<file path="config.mk">
export PLATFORM = sky130hd
export DESIGN_NAME = video_mode_detector
export DESIGN_NICKNAME = d
export VERILOG_FILES = /design/src/rtl/video_mode_detector.sv
export SDC_FILE = /design/constraint.sdc
export NUM_CORES = 1
export LEC_CHECK = 0
export BUFFER_PORTS_ARGS = -buffer_cell sky130_fd_sc_hd__buf_2
export CAP_MARGIN = 20
export CORE_MARGIN = 2
export CORE_UTILIZATION = 35
export DETAILED_ROUTE_END_ITERATION = 8
export GPL_TIMING_DRIVEN = 0
export MAX_ROUTING_LAYER = met4
export PLACE_DENSITY = 0.63
export SYNTH_ARGS = -nofsm -noshare
export SYNTH_HDL_FRONTEND = slang
export SYNTH_SLANG_ARGS = --single-unit
</file>
<file path="constraint.sdc">
create_clock -name clock -period 4.3 [get_ports clock]
set_clock_uncertainty 0.15 [all_clocks]
set_input_delay 0.86 -clock clock [delete_from_list [all_inputs] [get_ports clock]]
set_output_delay 0.86 -clock clock [all_outputs]
set_load 0.1 [all_outputs]
</file>
<file path="src/rtl/video_mode_detector.sv">
// video_mode_detector: classifies Dreamcast sync timing as 480p/480i with frame-count hysteresis.
// Define FIELD_DETECT_EN to add the interlaced field-parity output.
module video_mode_detector #(
  parameter int LINE_CNT_W    = 11,
  parameter int THRESH_480P   = 400,
  parameter int STABLE_FRAMES = 4,
  parameter int TIMEOUT_W     = 22
) (
  input  logic                  clock,
  input  logic                  reset,
  input  logic                  hsync_n,
  input  logic                  vsync_n,
  output logic                  _480p_active_n,
  output logic                  mode_changed,
  output logic                  locked,
`ifdef FIELD_DETECT_EN
  output logic                  field,
`endif
  output logic [LINE_CNT_W-1:0] line_count
);
  typedef enum logic [1:0] {SEARCH, MEASURE, LOCKED} state_t;
  localparam logic [LINE_CNT_W-1:0] THRESH = LINE_CNT_W'(THRESH_480P);
  localparam logic [3:0] SF = 4'(STABLE_FRAMES);
  state_t state;
  logic hs_r, hs_p, vs_r, vs_p, hs_fall, vs_fall, cand, cls, qualified;
  logic [LINE_CNT_W-1:0] cnt, cnt_next;
  logic [TIMEOUT_W-1:0] wd;
  logic [3:0] stable, stable_next;
  assign hs_fall = hs_p & ~hs_r;
  assign vs_fall = vs_p & ~vs_r;
  // A coincident hsync edge belongs to the frame that is closing.
  assign cnt_next = (hs_fall && cnt != '1) ? cnt + 1'b1 : cnt;
  assign cls = cnt_next >= THRESH;
  assign stable_next = (cls == cand) ? ((stable >= SF) ? SF : stable + 4'd1) : 4'd1;
  assign qualified = stable_next == SF;
`ifdef FIELD_DETECT_EN
  logic field_r;
  assign field = field_r & _480p_active_n;
`endif
  always_ff @(posedge clock or posedge reset)
    if (reset) begin
      hs_r <= 1'b1;
      hs_p <= 1'b1;
      vs_r <= 1'b1;
      vs_p <= 1'b1;
      state <= SEARCH;
      cnt <= '0;
      wd <= '0;
      stable <= '0;
      cand <= 1'b0;
      line_count <= '0;
      locked <= 1'b0;
      mode_changed <= 1'b0;
      _480p_active_n <= 1'b1;
`ifdef FIELD_DETECT_EN
      field_r <= 1'b0;
`endif
    end else begin
      hs_r <= hsync_n;
      hs_p <= hs_r;
      vs_r <= vsync_n;
      vs_p <= vs_r;
      mode_changed <= 1'b0;
      cnt <= vs_fall ? '0 : cnt_next;
      wd <= vs_fall ? '0 : (wd == '1 ? wd : wd + 1'b1);
      if (vs_fall) begin
        line_count <= cnt_next;
`ifdef FIELD_DETECT_EN
        if (!cls) field_r <= cnt_next[0];
`endif
        case (state)
          SEARCH: state <= MEASURE;
          MEASURE: begin
            cand <= cls;
            stable <= stable_next;
            if (qualified) begin
              state <= LOCKED;
              locked <= 1'b1;
              _480p_active_n <= !cls;
              mode_changed <= _480p_active_n != !cls;
            end
          end
          default: if (cls != cand) begin
            cand <= cls;
            stable <= 4'd1;
            state <= MEASURE;
            locked <= 1'b0;
          end
        endcase
      end else if (wd == '1) begin
        // Sync loss drops lock but keeps the last mode so the PLL is not disturbed.
        state <= SEARCH;
        locked <= 1'b0;
        stable <= '0;
      end
    end
endmodule

</file>
==> impl_summary.txt, run 1 <==
----------------------------------------------------
[Status]
  Status ... complete, no violations

[Min path]
  End of the worst hold path ... hs_p
  Origin of the worst min-delay path ... hs_r
  Depth of the worst hold-timing path ... 0
  Worst min-delay path category ... reg2reg

[GRT]
  Vias in the first global route ... about 1,900
  Aggregate global routing overflow ... 0
  Global-route wire length before repair ... 9.11 mm
  Pin count of the biggest net entering global routing ... 42
  Number of antenna violations at the first check in global routing ... 0
  GRT Total Usage ... 0.143

[Drt]
  Detailed Route Iter0 Violations ... 107
  Wire length after detailed routing ... about 5.3 mm
  Remaining DRCs ... 0
  DR WL/cell ... roughly 13 um
  Drt pass-1 iters ... 4
  Antenna-violating nets left ... 0
  Number of vias per cell ... 4.89
  Total via count in the routed design ... between 1,500 and 2,000

[Yosys]
  Sequential cell area fraction in the yosys report ... 0.540
  Cell area after synthesis ... 2700 um^2
  Fraction of post-synthesis cell area in the top cell type by area ... 0.491
  Most frequently used flop master after synthesis ... sky130_fd_sc_hd__dfrtp_1
  Number of synthesized register bits ... a little under 60
  Async set-or-reset flop fraction in the synthesized netlist ... 1.00
  Count of yosys warnings during synthesis ... 0
  Mean instance size in the synthesized netlist ... roughly 10 um^2
  Number of enable flip-flop cells after synthesis ... 0
  Net count after synthesis ... between 200 and 300
  Netlist cell types ... 44
  Main area contributors after synthesis ... sky130_fd_sc_hd__dfrtp_1 (49%), sky130_fd_sc_hd__xor2_1 (5.8%), sky130_fd_sc_hd__nor2_1 (5.4%)
  Largest area contributor in the netlist ... sky130_fd_sc_hd__dfrtp_1
  Cell count after synthesis ... between 200 and 300

[Timing]
  Max-slew violation count ... 0
  Fin crit period ... 2.78 ns
  Fin crit share ... 0.647
  Setup TNS ... 0 ns
  Final hold slack ... between 0.2 and 0.25 ns
  Final-report hold violation count ... 0
  Count of endpoints failing setup in the final report ... 0
  Unrepaired setup endpoints after global routing ... no
  Max Clk Rate ... 359 MHz
  Worst-case headroom to the max-slew limit ... 0.624
  Slew @ Worst Pin ... between 0.5 and 0.6 ns

[Clock tree]
  Buffers inserted during post-CTS setup optimization ... 0
  Clock latency on the worst-skew pair ... roughly 0.33 ns
  Worst-case clock buffer depth ... 2
  Total CTS buffers ... 9
  Root cell of the clock tree ... sky130_fd_sc_hd__clkbuf_8
  Cells resized by post-CTS repair ... 0
  Hold-fix buffers, CTS ... 0
  CTS HTree Levels ... 3
  Clock tree from TritonCTS ... built
  Clock transition at the registers of the reported paths ... around 0.060 ns
  Number of clock sinks ... just under 60

[Pwr]
  Maximum resistive drop on vdd ... ~0.18 mV
  Cell leakage power ... about 1.4 nW
  Power density over cell area ... between 400 and 500 nW/um^2

[Placement]
  Detailed placement HPWL ... around 3.8 mm
  Final Wtd Congestion ... 0.792
  Count of buffers from port buffering ... 17
  Post-detailed-placement cell area ... 2930 um^2

[Floorplan]
  Die area ... 8440 um^2
  Die W ... between 90 and 100 um
  Row count ... 32
  Area of the core region ... about 7600 um^2
  Top-level I/O count ... 18
  Initial core utilization ... 0.355
  Die outline height ... approximately 90 um

[Layout]
  Fin area ... just over 3000 um^2
  Antenna cell count ... 0
  Net count reported at finish ... 305
  Proportion of layout cells with a drive suffix above 1 ... 0.158
  Area growth, synth to finish ... 14.7%

[Setup path]
  Highest-delay cell along the critical path ... sky130_fd_sc_hd__mux2i_1
  Ordered list of cells on the worst path ... ha_1 -> nand4_2 -> nor3_2 -> mux2i_1 -> a311oi_4 -> o21ai_0 -> nand2_1 -> o221a_1
  Worst reg2reg path depth ... 8
  Worst-case register-to-register setup slack ... 1.52 ns
  Slowest Stage Delay on Critical Path ... 0.46 ns
  Nature of the critical path endpoint ... flop
  Data arrival time at the worst-slack endpoint ... ~2.9 ns
  Critical R2R Capture ... stable[0]
  Setup Crit Path Kind ... reg2reg
  Required time of the critical path ... approximately 4.4 ns
  CP max FO ... 7
  Reg-to-reg critical path startpoint ... cnt[0]
  Worst Setup Start Kind ... flop

[Flow run]
  Max Cap Violations ... 0

----------------------------------------------------
## worst max path at each step
stage | startpoint | end | slack [ns] | cells past startpoint
2_1_floorplan | reset | cand | 1.87 | 1
3_3_place_gp | reset | stable[0] | 1.08 | 2
3_5_place_dp | cnt[0] | stable[0] | 1.55 | 8
4_1_cts | cnt[0] | stable[0] | 1.51 | 8
5_1_grt | cnt[0] | stable[0] | 1.25 | 8
6_report | cnt[0] | stable[0] | 1.52 | 8
## per-stage QoR
step           utilization  cells  worst slack, ns  power (W)
3_5_place_dp         0.386    389             1.55   0.000902
3_3_place_gp         0.383    388             1.08   0.000892
5_1_grt              0.407    405             1.25    0.00139
6_report             0.407    405             1.52    0.00131
4_1_cts              0.407    405             1.51    0.00133
2_1_floorplan            -    269             1.87   0.000849
## area by class of cell
cell class                 count  area [um^2]
sequential                    58         1460
multi-input combinational    195         1180
clock inverter                 3         15.0
clock buffer                  13          149
inverter                       9         33.8
buffer                         7         26.3
fill                         745         4510
tap                          102          128
timing repair buffer          18          105
## registers in the layout, summed over array words and instances, names as in the netlist, 2 cells and up
name and count:
wd 22, line_count 11, cnt 11, stable 4, state 2
## routing by layer
metal / share of wire / global-route usage
met5: 0 / -
met4: 0.016 / 0.0522
met3: 0.035 / 0.0493
met2: 0.47 / 0.212
met1: 0.48 / 0.183
## worst max-delay path, delay by kind of cell (launching register included)
| kind | cells | cell delay [ns] |
|---|---|---|
| AO/OA/AOI/OAI | 3 | 0.72 |
| adder cells (fa/ha/maj) | 1 | 0.24 |
| flip-flops | 1 | 0.40 |
| multiplexers | 1 | 0.46 |
| AND/OR/NAND/NOR | 3 | 0.69 |
## cell usage in the layout, fill, tap and decap left out, types with 2 or more instances in the layout
cell                       Yosys  layout
sky130_fd_sc_hd__clkbuf_1      7      10
sky130_fd_sc_hd__xnor2_1       3       3
sky130_fd_sc_hd__a31oi_1       3       3
sky130_fd_sc_hd__clkinv_2      0       3
sky130_fd_sc_hd__nand3_1      14      14
sky130_fd_sc_hd__nand3b_1      2       2
sky130_fd_sc_hd__o21ai_0      24      24
sky130_fd_sc_hd__xor2_1       18      18
sky130_fd_sc_hd__a21oi_1       5       5
sky130_fd_sc_hd__nor4_1        3       3
sky130_fd_sc_hd__nor3_1        7       7
sky130_fd_sc_hd__nor2_1       39      39
sky130_fd_sc_hd__dfstp_2       5       5
sky130_fd_sc_hd__nand2_1      31      31
sky130_fd_sc_hd__and4_1        3       3
sky130_fd_sc_hd__inv_1         9       8
sky130_fd_sc_hd__nand2b_1      2       2
sky130_fd_sc_hd__nand4_1       7       7
sky130_fd_sc_hd__dfrtp_1      53      53
sky130_fd_sc_hd__or3_1         2       2
sky130_fd_sc_hd__ha_1          3       3
sky130_fd_sc_hd__mux2i_1       5       5
sky130_fd_sc_hd__nor2b_1       2       2
sky130_fd_sc_hd__clkbuf_8      0      10
sky130_fd_sc_hd__buf_2         0      17
## cells in the mapped netlist (5+ instances only)
| library cell | count |
|---|---|
| sky130_fd_sc_hd__dfrtp_1 | 53 |
| sky130_fd_sc_hd__nor2_1 | 39 |
| sky130_fd_sc_hd__nand2_1 | 31 |
| sky130_fd_sc_hd__o21ai_0 | 24 |
| sky130_fd_sc_hd__xor2_1 | 18 |
| sky130_fd_sc_hd__nand3_1 | 14 |
| sky130_fd_sc_hd__inv_1 | 9 |
| sky130_fd_sc_hd__clkbuf_1 | 7 |
| sky130_fd_sc_hd__nand4_1 | 7 |
| sky130_fd_sc_hd__nor3_1 | 7 |
| sky130_fd_sc_hd__a21oi_1 | 5 |
| sky130_fd_sc_hd__dfstp_2 | 5 |
| sky130_fd_sc_hd__mux2i_1 | 5 |
## power breakdown
| part | internal [W] | switching, W |
|---|---|---|
| Clock | 0.000222 | 0.000201 |
| Combinational | 0.0000691 | 0.000175 |
| Sequential | 0.000602 | 0.0000451 |
## kinds of logic after synthesis
kind of cell,share of synthesized area
DFF,0.540
adders and majority gates,0.0139
muxes,0.0185
and+or+nand+nor,0.232
xor gates and xnor gates,0.0681
AOI/OAI and AO/OA,0.106
buffers and inverters,0.0222
No activity file was read; power rests on OpenSTA's default activity.
==> run 2: changes to the inputs <==
==> constraint.sdc (replaced) <==
create_clock -name clock -period 2.57 [get_ports clock]
set_clock_uncertainty 0.15 [all_clocks]
set_input_delay 0.514 -clock clock [delete_from_list [all_inputs] [get_ports clock]]
set_output_delay 0.514 -clock clock [all_outputs]
set_load 0.1 [all_outputs]
==> impl_summary.txt, run 2 (same netlist as run 1, synthesis figures left out) <==
----------------------------------------------------
[Pwr]
  Cell leakage power ... between 1 and 1.5 nW
  Maximum resistive drop on vdd ... 0.303 mV
  Power density over cell area ... between 600 and 700 nW/um^2

[Drt]
  Total via count in the routed design ... 2,030
  DR WL/cell ... between 10 and 15 um
  Wire length after detailed routing ... ~5.5 mm
  Number of vias per cell ... 4.95
  Drt pass-1 iters ... 4
  Antenna-violating nets left ... 0
  Remaining DRCs ... 0
  Detailed Route Iter0 Violations ... 83

[GRT]
  Vias in the first global route ... about 1,900
  Aggregate global routing overflow ... 0
  GRT Total Usage ... 0.144
  Number of antenna violations at the first check in global routing ... 0
  Pin count of the biggest net entering global routing ... 42
  Global-route wire length before repair ... approximately 9.1 mm

[Clock tree]
  Total CTS buffers ... 9
  CTS HTree Levels ... 3
  Number of clock sinks ... 58
  Hold-fix buffers, CTS ... 0
  Worst-case clock buffer depth ... 2
  Root cell of the clock tree ... sky130_fd_sc_hd__clkbuf_8
  Clock tree from TritonCTS ... built
  Clock transition at the registers of the reported paths ... 0.06 ns
  Clock latency on the worst-skew pair ... approximately 0.33 ns

[Timing]
  Setup TNS ... 0 ns
  Count of endpoints failing setup in the final report ... 0
  Slew @ Worst Pin ... ~0.54 ns
  Max-slew violation count ... 0
  Worst-case headroom to the max-slew limit ... 0.636
  Max Clk Rate ... between 300 and 400 MHz
  Final-report hold violation count ... 0
  Fin crit share ... 0.974
  Unrepaired setup endpoints after global routing ... yes
  Worst Setup Slack, final ... 0.0676 ns
  Fin crit period ... about 2.5 ns
  Final hold slack ... roughly 0.014 ns

[Flow run]
  Max Cap Violations ... 0

[Placement]
  Final Wtd Congestion ... about 0.8
  Worst slack at placement ... -0.181 ns
  Post-detailed-placement cell area ... about 2900 um^2
  Count of buffers from port buffering ... 17
  Detailed placement HPWL ... around 3.8 mm

[Setup path]
  Setup Crit Path Kind ... reg2reg
  Data arrival time at the worst-slack endpoint ... between 2 and 3 ns
  CP max FO ... 6
  Nature of the critical path endpoint ... flop
  Required time of the critical path ... between 2 and 3 ns
  Worst Setup Start Kind ... flop

[Layout]
  Regs by FF count ... wd x22, cnt x11, line_count x11
  Area growth, synth to finish ... 19.4%
  Antenna cell count ... 0
  Number of flip-flops under the largest register name ... 22
  Net count reported at finish ... 310
  Fin area ... about 3200 um^2
  Highest-count cells in the layout ignoring fill and taps ... sky130_fd_sc_hd__dfrtp_1 (52), sky130_fd_sc_hd__nor2_1 (39), sky130_fd_sc_hd__nand2_1 (31)
  Register with the most flip-flops ... wd
  Proportion of layout cells with a drive suffix above 1 ... 0.198
  Most frequent standard cell in the layout excluding fill and tap cells ... sky130_fd_sc_hd__dfrtp_1
  Share of the core filled with cells ... 0.424

[Floorplan]
  Row count ... 32
  Die area ... 8440 um^2
  Initial core utilization ... 0.355
  Die W ... roughly 90 um
  Die outline height ... around 92 um
  Top-level I/O count ... 18
  Area of the core region ... around 7600 um^2

[Min path]
  Worst min-delay path category ... in2async

[Status]
  Status ... complete, no violations

----------------------------------------------------
==> run 2: changes by cell type in the layout (fill, tap and decap cells not counted), sizes merged <==
cell,change
buf,+5
==> run 2: per-layer routing <==
metal / part of all wire / track usage
met5: 0 / -
met4: 0.017 / 0.0560
met3: 0.030 / 0.0468
met2: 0.48 / 0.214
met1: 0.47 / 0.182
==> run 2: timing repair <==
| action | 4_1_cts | 5_1_grt |
|---|---|---|
| buffers inserted | 1 | 4 |
| resized for setup | 5 | 11 |
| pin swaps | 0 | 4 |
| setup endpoints to repair | 8 | 22 |
==> run 2: power by group <==
| group | switching (W) | total [W] | internal [W] | leakage [nW] |
|---|---|---|---|---|
| Sequential | 0.0000802 | 0.00109 | 0.00101 | 0.770 |
| Clock | 0.000338 | 0.000710 | 0.000372 | 0.0872 |
| Combinational | 0.000300 | 0.000426 | 0.000126 | 0.612 |
==> run 2: area by class of cell <==
type / count / area, um^2
buffer: 7 / 26.3
clock buffer: 13 / 149
clock inverter: 3 / 15.0
fill: 731 / 4380
inverter: 9 / 33.8
multi-input combinational: 195 / 1270
sequential: 58 / 1460
tap: 102 / 128
timing repair buffer: 23 / 143
==> run 2: worst paths after layout <==
path / endpoint / slack [ns] / cells after the start / startpoint
worst min-delay path: wd[7] / 0.01 / 2 / reset
min in group clock: vs_r / 0.12 / 1 / vsync_n
worst min register to register: hs_p / 0.24 / 0 / hs_r
worst max register to register: stable[1] / 0.07 / 7 / hs_p
max in group asynchronous: _480p_active_n / 1.65 / 3 / reset
worst max-delay path: stable[1] / 0.07 / 7 / hs_p
==> run 2: metrics by stage <==
stage | total power [W] | instances
after floorplan | 0.00142 | 269
after global placement | 0.00149 | 388
after detailed placement | 0.00151 | 389
after CTS | 0.00223 | 406
after global routing | 0.00235 | 410
final | 0.00222 | 410
==> run 2: worst max-delay path, stage by stage (launching register included) <==
cell and delay [ns]:
sky130_fd_sc_hd__dfstp_2 0.55, sky130_fd_sc_hd__nand4b_1 0.18, sky130_fd_sc_hd__o21ai_0 0.36, sky130_fd_sc_hd__o21ai_4 0.13, sky130_fd_sc_hd__a311oi_4 0.41, sky130_fd_sc_hd__nor4_1 0.08, sky130_fd_sc_hd__nand3b_1 0.25, sky130_fd_sc_hd__o32ai_2 0.29
